===== config.mk =====
export PLATFORM = sky130hd
export DESIGN_NAME = tap_controller
export DESIGN_NICKNAME = d
export VERILOG_FILES = /design/src/rtl/tap_controller.sv
export SDC_FILE = /design/constraint.sdc
export NUM_CORES = 1
export LEC_CHECK = 0
export BUFFER_PORTS_ARGS = -buffer_cell sky130_fd_sc_hd__buf_2
export CAP_MARGIN = 30
export CORE_MARGIN = 1
export CORE_UTILIZATION = 48
export CTS_CLUSTER_DIAMETER = 40
export DETAILED_ROUTE_END_ITERATION = 6
export GPL_ROUTABILITY_DRIVEN = 0
export GPL_TIMING_DRIVEN = 0
export PLACE_DENSITY_LB_ADDON = 0.08
export RECOVER_POWER = 25
export SLEW_MARGIN = 20
export SYNTH_ARGS = -nofsm -noshare
export SYNTH_HDL_FRONTEND = slang
export SYNTH_SLANG_ARGS = --single-unit

===== constraint.sdc =====
create_clock -name tck -period 1.4 [get_ports tck]
set_input_delay 0.21 -clock tck [delete_from_list [all_inputs] [get_ports tck]]
set_output_delay 0.21 -clock tck [all_outputs]
set_load 0.01 [all_outputs]

===== src/rtl/tap_controller.sv =====
// tap_controller
// IEEE 1149.1 TAP controller. TMS is decoded on the rising edge of TCK into
// the 16-state TAP state machine. The register control strobes are decoded
// from that state and re-registered on the falling edge, so each strobe is
// stable across the following rising edge where the data registers act on it.
//
// Ports
//   tck        : JTAG test clock, the only clock
//   trst       : asynchronous active-low test reset
//   tms        : test mode select, sampled on tck rising edge
//   state      : current TAP state (standard 1149.1 hex encoding)
//   tlr_n      : active-low test-logic reset, low while in Test-Logic-Reset
//   select     : 1 = IR path selected for the TDO mux, 0 = DR path
//   enable     : TDO driver enable, high in Shift-DR / Shift-IR
//   captureIR, shiftIR, updateIR : IR control levels
//   clockIR    : gated IR capture/shift clock
//   captureDR, shiftDR, updateDR : DR control levels
//   clockDR    : gated DR capture/shift clock
module tap_controller (
    input  logic       tck,
    input  logic       trst,
    input  logic       tms,
    output logic [3:0] state,
    output logic       tlr_n,
    output logic       select,
    output logic       enable,
    output logic       captureIR,
    output logic       shiftIR,
    output logic       updateIR,
    output logic       clockIR,
    output logic       captureDR,
    output logic       shiftDR,
    output logic       updateDR,
    output logic       clockDR
);

    typedef enum logic [3:0] {
        TLR    = 4'hF,
        RTI    = 4'hC,
        SEL_DR = 4'h7,
        CAP_DR = 4'h6,
        SH_DR  = 4'h2,
        EX1_DR = 4'h1,
        PAU_DR = 4'h3,
        EX2_DR = 4'h0,
        UPD_DR = 4'h5,
        SEL_IR = 4'h4,
        CAP_IR = 4'hE,
        SH_IR  = 4'hA,
        EX1_IR = 4'h9,
        PAU_IR = 4'hB,
        EX2_IR = 4'h8,
        UPD_IR = 4'hD
    } tap_state_e;

    tap_state_e cur_state;
    tap_state_e next_state;

    logic dec_tlr_n;
    logic dec_select;
    logic dec_enable;
    logic dec_capture_ir;
    logic dec_shift_ir;
    logic dec_update_ir;
    logic dec_capture_dr;
    logic dec_shift_dr;
    logic dec_update_dr;
    logic dec_dr_en;
    logic dec_ir_en;

    logic dr_en;
    logic ir_en;

    // TAP state register, advanced by TMS on every rising edge of tck.
    always_ff @(posedge tck or negedge trst) begin
        if (!trst) begin
            cur_state <= TLR;
        end else begin
            cur_state <= next_state;
        end
    end

    // Next-state table plus the strobe decode that the falling-edge stage
    // registers.
    always_comb begin
        next_state     = cur_state;
        dec_tlr_n      = 1'b1;
        dec_select     = 1'b0;
        dec_enable     = 1'b0;
        dec_capture_ir = 1'b0;
        dec_shift_ir   = 1'b0;
        dec_update_ir  = 1'b0;
        dec_capture_dr = 1'b0;
        dec_shift_dr   = 1'b0;
        dec_update_dr  = 1'b0;
        dec_dr_en      = 1'b0;
        dec_ir_en      = 1'b0;

        case (cur_state)
            TLR:     next_state = tms ? TLR    : RTI;
            RTI:     next_state = tms ? SEL_DR : RTI;
            SEL_DR:  next_state = tms ? SEL_IR : CAP_DR;
            CAP_DR:  next_state = tms ? EX1_DR : SH_DR;
            SH_DR:   next_state = tms ? EX1_DR : SH_DR;
            EX1_DR:  next_state = tms ? UPD_DR : PAU_DR;
            PAU_DR:  next_state = tms ? EX2_DR : PAU_DR;
            EX2_DR:  next_state = tms ? UPD_DR : SH_DR;
            UPD_DR:  next_state = tms ? SEL_DR : RTI;
            SEL_IR:  next_state = tms ? TLR    : CAP_IR;
            CAP_IR:  next_state = tms ? EX1_IR : SH_IR;
            SH_IR:   next_state = tms ? EX1_IR : SH_IR;
            EX1_IR:  next_state = tms ? UPD_IR : PAU_IR;
            PAU_IR:  next_state = tms ? EX2_IR : PAU_IR;
            EX2_IR:  next_state = tms ? UPD_IR : SH_IR;
            UPD_IR:  next_state = tms ? SEL_DR : RTI;
            default: next_state = TLR;
        endcase

        dec_tlr_n      = (cur_state != TLR);
        dec_select     = (cur_state inside {SEL_IR, CAP_IR, SH_IR, EX1_IR,
                                            PAU_IR, EX2_IR, UPD_IR});
        dec_enable     = (cur_state == SH_DR) || (cur_state == SH_IR);
        dec_capture_ir = (cur_state == CAP_IR);
        dec_shift_ir   = (cur_state == SH_IR);
        dec_update_ir  = (cur_state == UPD_IR);
        dec_capture_dr = (cur_state == CAP_DR);
        dec_shift_dr   = (cur_state == SH_DR);
        dec_update_dr  = (cur_state == UPD_DR);
        // The rising edge that leaves a capture or shift state is the one
        // the register acts on, so the gated clock is open in both.
        dec_dr_en      = (cur_state == CAP_DR) || (cur_state == SH_DR);
        dec_ir_en      = (cur_state == CAP_IR) || (cur_state == SH_IR);
    end

    // Falling-edge stage: strobes and clock-gate enables only change while
    // tck is low, which keeps them stable across the next rising edge and
    // keeps the gated clocks free of runt pulses.
    always_ff @(negedge tck or negedge trst) begin
        if (!trst) begin
            tlr_n     <= 1'b0;
            select    <= 1'b0;
            enable    <= 1'b0;
            captureIR <= 1'b0;
            shiftIR   <= 1'b0;
            updateIR  <= 1'b0;
            captureDR <= 1'b0;
            shiftDR   <= 1'b0;
            updateDR  <= 1'b0;
            dr_en     <= 1'b0;
            ir_en     <= 1'b0;
        end else begin
            tlr_n     <= dec_tlr_n;
            select    <= dec_select;
            enable    <= dec_enable;
            captureIR <= dec_capture_ir;
            shiftIR   <= dec_shift_ir;
            updateIR  <= dec_update_ir;
            captureDR <= dec_capture_dr;
            shiftDR   <= dec_shift_dr;
            updateDR  <= dec_update_dr;
            dr_en     <= dec_dr_en;
            ir_en     <= dec_ir_en;
        end
    end

    assign state   = cur_state;
    assign clockDR = tck & dr_en;
    assign clockIR = tck & ir_en;

endmodule


==> results.toml, run 1 <==
[status]
outcome = "finished with violations"
violations = "negative setup slack"

[min_path]
hold-path-cell-count = 4
min_from = "tms"
holdPathEnd = "state[3]"
hold_path.class = "input pin to flip-flop"

[synthesis]
synth_cell_types = 25
synthCells = 53
syn_nets = 56
syn_area_um2 = 628
async_flop_share_pct = 100
synth_edf_count = 0
synth_ff_type = "dfrtn_1"
syn_area_per_cell_um2 = 11.9
ys_warn_count = 0
synth-seq-area-share_pct = 60.6
synth_seq_cells = 15

[worst_setup_path]
cp_max_fo = 1
worst_ep_arrival_time_ps = 1720
r2r-start = "state[2]"
start_kind = "flip-flop"
endpoint_kind = "output pin"
crit_type = "flip-flop to output pin"
ff2ff_path_depth = 3
required_ps = 1190
r2r_end = "select"
r2r_slack_ps = -440

[detailed_routing]
drc_errors = 0
via_per_inst = 5.07
drtIter0Drc = 4
antenna_left = 0
firstDrtPassIters = 4
wirelength_mm = 1.36
vias = 507
wl_per_cell_um = 13.6

[placed_design]
place_area_um2 = 756
io_buffers = 17
hpwl_um = 742

[grt]
grt_use_total_pct = 25.9
grt_overflow_total = 0
grt_max_degree = 16
grt_use_met1_pct = 29.0
grt_use_met2_pct = 34.3
busiest_layer = "met2"
grt_pass1_vias = 539
grt_pass1_wl_mm = 2.30
grtUsageMet3_pct = 13.4
antenna_found_initial = 0

[clock_network]
clk_pin_slew_ps = 80
worstSkewPairLatency_ps = 410
cts_tree = "built"

[die]
fp-row-count = 12
io_pins = 18
die_h_um = 38.2
die_x_um = 38.2
initial_core_util_pct = 54.3
core_area_um2 = 1160
die-area_um2 = 1460

[timing]
tightest_slew_ps = 788
drv_slew = 0
worst_clock_skew_ps = 13.6
maxSlewHeadroom_pct = 47.5
setup_ws_ps = -526
finalHoldViolations = 0
rsz0062_at_grt = "true"
fin_hold_ws_ps = 96.9
finalSetupViolCount = 36

[cells_and_area]
ff_latch_area_um2 = 380
final_common_cell = "buf_2"
finish.instance_area_um2 = 945
area_delta_synth_final_pct = 50.4
num_antenna_cells = 0
drive_gt1_share_pct = 68.6
layout_common_cells = "14 x buf_2, 11 x dfrtn_1, 8 x buf_6"
num-nets-final = 90
multiInputGateArea_um2 = 251
post-route-util_pct = 81.7
nFillCells = 77

[pwr]
finalPower_mw = 2.40
peakVddDrop_mv = 1.45
powerDensity_nw_per_um2 = 2540
p_leak_nw = 0.477

[job]
maxCapViolations = 0
timing repair:
action / CTS / global route
buffers inserted: 11 / 0
resized for setup: 18 / 8
hold buffers: 1 / 0
pin swaps: 7 / 3
hold endpoints to repair: 4 / 0
setup endpoints to repair: 24 / 25
state kept, by name, indices dropped and copies added, names as in the netlist:
name / count
updateIR: 1
state: 4
captureDR: 1
ir_en: 1
enable: 1
shiftDR: 1
select: 1
shiftIR: 1
updateDR: 1
tlr_n: 1
captureIR: 1
dr_en: 1
stage by stage:
stage	std cells	TNS (ps)	worst slack, ps
after global placement	84	-4030	-525
after global routing	100	-13060	-562
after CTS	102	-8480	-534
after floorplan	53	-3950	-521
after detailed placement	84	-4200	-537
final	100	-10120	-526
where the power goes:
group	leakage (nW)	total (mW)	switching [mW]	internal (mW)
Sequential	0.186	0.722	0.0871	0.634
Combinational	0.237	1.19	0.606	0.583
Clock	0.0545	0.490	0.196	0.295
Total	0.477	2.40	0.889	1.51
synthesized netlist by cell type, types with 2 or more instances:
| library cell | n | area share, % |
|---|---|---|
| nor3_1 | 4 | 3.2 |
| inv_1 | 4 | 2.4 |
| nand2_1 | 3 | 1.8 |
| dfrtn_1 | 11 | 44 |
| dfstp_2 | 4 | 17 |
| and2_1 | 2 | 2.0 |
| o21ai_0 | 3 | 2.4 |
| buf_6 | 2 | 3.6 |
| nor2_1 | 4 | 2.4 |
area by class of cell:
type                       count  share of cell area (%)
sequential                    15                    40.3
multi-input combinational     29                    26.6
timing repair buffer          27                    20.8
clock buffer                  10                    8.34
tap                           14                    1.85
inverter                       4                    1.59
buffer                         1                   0.530
worst max-delay path: stages (launching register included):
cell and delay [ps]:
dfrtn_1 390, and2_4 130, buf_6 90
metal layers:
metal	routed length, um	up-vias
met5	0	-
met4	51	0
met3	85	6
met2	617	20
met1	609	238
li1	-	243
worst max path at each step:
stage	start	to	slack, ps	cells after the start
after floorplan	state[0]	select	-520	5
after global placement	state[0]	select	-530	5
after detailed placement	state[0]	select	-540	5
after CTS	ir_en	clockIR	-530	2
after global routing	ir_en	clockIR	-560	2
final	ir_en	clockIR	-530	2
kinds of logic (layout without fill, tap and decap cells):
logic type             count (synthesis)  count (layout)  share of synthesized area [%]
AO/OA/AOI/OAI                         10              10                           11.0
buffers and inverters                  9              42                           10.4
flip-flops                            15              15                           60.6
AND/OR/NAND/NOR                       19              19                           18.1
Power figures use the tool's default switching activity.
==> inputs of run 2 (changes only) <==
--- a/config.mk
+++ b/config.mk
@@ -5,12 +5,13 @@
 export SDC_FILE = /design/constraint.sdc
 export NUM_CORES = 1
 export LEC_CHECK = 0
-export BUFFER_PORTS_ARGS = -buffer_cell sky130_fd_sc_hd__buf_2
 export CAP_MARGIN = 30
-export CORE_MARGIN = 1
-export CORE_UTILIZATION = 48
+export CORE_AREA = 2 2 39 41
+export CTS_BUF_LIST = sky130_fd_sc_hd__clkbuf_8
 export CTS_CLUSTER_DIAMETER = 40
 export DETAILED_ROUTE_END_ITERATION = 6
+export DIE_AREA = 0 0 41 43
+export DONT_BUFFER_PORTS = 1
 export GPL_ROUTABILITY_DRIVEN = 0
 export GPL_TIMING_DRIVEN = 0
 export PLACE_DENSITY_LB_ADDON = 0.08
==> run 2 against run 1 <==
Against the previous run: critical path type is now flip-flop to flip-flop; largest cell class unchanged; the run still ends with negative setup slack left; hold slack got worse by 34 ps; sequential share of layout area rose by 4.6 points; highest routed layer unchanged; sequential power up 8.7%; core utilization fell by 20 points; power down 5.0%; register-to-register slack worse by 40 ps.
==> results.toml, run 2 (synthesis results as in run 1) <==
[min_path]
holdPathEnd = "state[3]"
hold-path-cell-count = 3
hold_path.class = "input pin to flip-flop"
min_from = "tms"

[worst_setup_path]
cp_max_fo = 2
max_stage_delay_ps = 570
crit_slowest_cell = "dfstp_2"
r2r_end = "select"
crit_chain = "buf_8 > or3b_1 > a21oi_2 > a21o_1"
start_kind = "flip-flop"
cp-startpoint = "state[2]"
crit_type = "flip-flop to flip-flop"
critPathBufInv = 1
worst_ep_arrival_time_ps = 1590
endpoint_kind = "flip-flop"
required_ps = 1110
r2r-start = "state[2]"
crit_family = "flip-flops"
r2r_slack_ps = -480
ff2ff_path_depth = 4

[cells_and_area]
layout_common_cells = "11 x dfrtn_1, 7 x clkbuf_8, 5 x inv_1, 5 x buf_6, 5 x buf_4"
num_antenna_cells = 0
drive_gt1_share_pct = 50.0
post-route-util_pct = 61.3
finish.instance_area_um2 = 848
largest_register_ffs = 4
num-nets-final = 72
area_delta_synth_final_pct = 35.1
final_common_cell = "dfrtn_1"

[pwr]
p_leak_nw = 0.411
powerDensity_nw_per_um2 = 2690
peakVddDrop_mv = 1.37

[placed_design]
place_area_um2 = 673
io_buffers = 0
hpwl_um = 720

[timing]
drv_slew = 0
worst_clock_skew_ps = 36.3
finalHoldViolations = 0
finalSetupViolCount = 25
tns_ps = -8050
rsz0062_at_grt = "true"
setup_ws_ps = -479
fin_hold_ws_ps = 63.0
tightest_slew_ps = 231
maxSlewHeadroom_pct = 84.5

[grt]
antenna_found_initial = 0
grt_use_total_pct = 18.7
grt_overflow_total = 0
grt_max_degree = 13
grt_pass1_vias = 463
grt_pass1_wl_mm = 2.00

[die]
die_x_um = 41
initial_core_util_pct = 45.4
io_pins = 18
fp-row-count = 14
die_h_um = 43
core_area_um2 = 1380
die-area_um2 = 1760

[detailed_routing]
via_per_inst = 5.35
wirelength_mm = 1.18
topRoutingLayerUsed = "met4"
wl_met2_um = 565
drtIter0Drc = 10
drc_errors = 0
met1_length_um = 469
wl_per_cell_um = 14.0
dr_wl_met3_um = 129
vias = 449
firstDrtPassIters = 4
antenna_left = 0

[clock_network]
worstSkewPairLatency_ps = 380
cts_tree = "built"
clk_pin_slew_ps = 60

[job]
maxCapViolations = 0

[status]
outcome = "finished with violations"
violations = "negative setup slack"
-- run 2: cell count changes in the layout (fill, tap and decap cells not counted), sizes merged --
cell,change
inv,+1
clkbuf,-3
buf,-16
-- run 2: layout make-up --
cell class              count  area [um^2]
clock buffers               7         96.3
flip-flops and latches     15          380
well taps                  16         20.0
inverters                   4         15.0
repair buffers              8         70.1
multi-input cells          29          214
plain buffers               4         48.8
fillers                   104          536
clock inverters             1         3.75
-- run 2: layer usage --
layer	up-vias	GRT usage (%)
met3	2	11.5
met1	210	21.7
met5	-	0
met2	30	23.1
li1	207	-
met4	0	15.3
-- run 2: tightest hold or removal path, stage by stage --
cell and delay [ps]:
o21ai_0 50, nand2_1 60, o21ai_0 70
-- run 2: repair_timing --
| action | in CTS | in global routing |
|---|---|---|
| hold buffers | 1 | 0 |
| pin swaps | 1 | 1 |
| setup buffers | 4 | 3 |
| endpoints found under the setup margin | 25 | 25 |
| resized for setup | 0 | 7 |
| gates cloned | 0 | 0 |
| endpoints found under the hold margin | 4 | 0 |
-- run 2: how the worst max path moves through the flow --
stage,end,cells past startpoint
floorplan,select,5
global placement,select,5
detailed placement,select,5
CTS,select,4
global route,select,4
finish,select,4
-- run 2: power by group --
group / internal [mW] / switching, mW
registers: 0.639 / 0.146
clock network: 0.460 / 0.202
logic: 0.423 / 0.412
-- run 2: stage by stage --
step | std cells | power (mW) | setup WS, ps
after floorplan | 53 | 1.38 | -521
after global placement | 69 | 1.48 | -574
after detailed placement | 69 | 1.49 | -581
after CTS | 81 | 2.19 | -483
after global routing | 84 | 2.45 | -537
final | 84 | 2.28 | -479
==> inputs of run 3 (changes only) <==
--- a/config.mk
+++ b/config.mk
@@ -5,6 +5,7 @@
 export SDC_FILE = /design/constraint.sdc
 export NUM_CORES = 1
 export LEC_CHECK = 0
+export ABC_CLOCK_PERIOD_IN_PS = 2040
 export CAP_MARGIN = 30
 export CORE_AREA = 2 2 39 41
 export CTS_BUF_LIST = sky130_fd_sc_hd__clkbuf_8
==> constraint.sdc (replaced) <==
create_clock -name tck -period 2.04 [get_ports tck]
set_input_delay 0.306 -clock tck [delete_from_list [all_inputs] [get_ports tck]]
set_output_delay 0.306 -clock tck [all_outputs]
set_load 0.01 [all_outputs]
==> run 3 against run 2 <==
Against the previous run: the flow still finishes with violations (negative setup slack); combinational power down 10%; critical path type unchanged; power down 23%; die area stayed put; non-clock buffer count increased by 7; clock skew decreased by 1.4 ps; sequential share of layout area down 4.2 points; hold slack improved by 82 ps; global-route usage is 0.24 points higher; critical path depth stayed put.
==> results.toml, run 3 (synthesis results as in run 1) <==
[status]
outcome = "finished with violations"
violations = "negative setup slack"

[grt]
grt_pass1_vias = 475
grt_overflow_total = 0
grt_max_degree = 13
grt_pass1_wl_mm = 1.94
grt_use_total_pct = 18.9
antenna_found_initial = 0

[detailed_routing]
vias = 473
wirelength_mm = 1.44
via_per_inst = 5.14
antenna_left = 0
firstDrtPassIters = 4
drtIter0Drc = 8
drc_errors = 0
wl_per_cell_um = 15.6

[timing]
finalHoldViolations = 0
fin_hold_ws_ps = 145
rsz0062_at_grt = "true"
setup_ws_ps = -219
maxSlewHeadroom_pct = 83.4
drv_slew = 0
tightest_slew_ps = 248
worst_clock_skew_ps = 34.8
finalSetupViolCount = 23

[die]
die_h_um = 43
initial_core_util_pct = 45.4
fp-row-count = 14
core_area_um2 = 1380
die_x_um = 41
die-area_um2 = 1760
io_pins = 18

[worst_setup_path]
endpoint_kind = "flip-flop"
crit_family = "flip-flops"
critPathBufInv = 1
crit_slowest_cell = "dfstp_2"
required_ps = 1440
cp_max_fo = 2
crit_chain = "buf_8 > or3b_1 > a21oi_2 > a21o_1"
max_stage_delay_ps = 570
crit_type = "flip-flop to flip-flop"
start_kind = "flip-flop"
worst_ep_arrival_time_ps = 1660

[placed_design]
hpwl_um = 739
io_buffers = 0

[min_path]
hold_path.class = "input pin to flip-flop"

[pwr]
p_leak_nw = 0.447
powerDensity_nw_per_um2 = 1880
peakVddDrop_mv = 0.932

[cells_and_area]
area_delta_synth_final_pct = 49.0
layout_common_cells = "11 x dfrtn_1, 9 x buf_4, 8 x buf_6"
largest_register_ffs = 4
post-route-util_pct = 67.6
nFillCells = 97
num-nets-final = 79
final_common_cell = "dfrtn_1"
num_antenna_cells = 0
drive_gt1_share_pct = 60.5

[clock_network]
clk_pin_slew_ps = 60
worstSkewPairLatency_ps = 380
cts_tree = "built"

[job]
maxCapViolations = 0
-- run 3: changes by cell type in the layout (fill, tap and decap cells not counted), moves of 2 or more --
cell    before  now
buf_4        5    9
buf_6        5    8
nor3_1       2    0
nor3_2       2    4
-- run 3: final timing paths --
| path | startpoint | to | slack, ps | cells past startpoint |
|---|---|---|---|---|
| worst min register to register | state[3] | state[3] | 680 | 3 |
| min in group asynchronous | trst | state[2] | 490 | 1 |
| worst max-delay path | state[2] | select | -220 | 4 |
| worst max register to register | state[2] | select | -220 | 4 |
| max in group asynchronous | trst | dr_en | 1410 | 0 |
| worst min-delay path | tms | state[3] | 140 | 3 |
-- run 3: layout make-up --
class / instances / area [um^2] / area share [%]
plain buffers: 4 / 48.8 / 5.21
well taps: 16 / 20.0 / 2.14
flip-flops and latches: 15 / 380 / 40.6
repair buffers: 15 / 134 / 14.3
clock buffers: 7 / 96.3 / 10.3
multi-input cells: 29 / 229 / 24.5
clock inverters: 2 / 8.76 / 0.936
inverters: 4 / 18.8 / 2.01
-- run 3: per-layer routing --
metal / vias up / wire, um / GRT usage (%)
li1: 222 / - / -
met3: 4 / 79 / 9.95
met5: - / 0 / 0
met4: 0 / 35 / 24.0
met1: 231 / 568 / 20.5
met2: 16 / 755 / 21.9
-- run 3: worst register-to-register path, stage by stage (launching register included) --
cell,delay (ps)
dfstp_2,570
buf_8,110
or3b_1,380
a21oi_2,160
a21o_1,90
-- run 3: power breakdown --
| part | switching [mW] | leakage [nW] | total (mW) | internal, mW |
|---|---|---|---|---|
| sequential | 0.0986 | 0.186 | 0.537 | 0.439 |
| combinational | 0.345 | 0.193 | 0.750 | 0.405 |
| clock | 0.153 | 0.0684 | 0.474 | 0.321 |
| total | 0.597 | 0.447 | 1.76 | 1.16 |
-- run 3: timing repair --
action / in CTS / in global routing
gates resized for setup: 7 / 11
hold buffers: 1 / 0
setup buffers: 7 / 7
endpoints found under the hold margin: 4 / 0
setup endpoints to repair: 22 / 24
pin swaps: 3 / 2
-- run 3: metrics by stage --
step	setup TNS [ps]	worst slack, ps	area [um^2]	instances	power (mW)
4_1_cts	-1740	-197	842	85	1.59
5_1_grt	-2880	-259	936	92	1.87
3_3_place_gp	-1030	-249	659	69	0.990
3_5_place_dp	-1070	-261	659	69	1.00
2_1_floorplan	-647	-201	639	53	0.925
6_report	-2200	-219	936	92	1.76
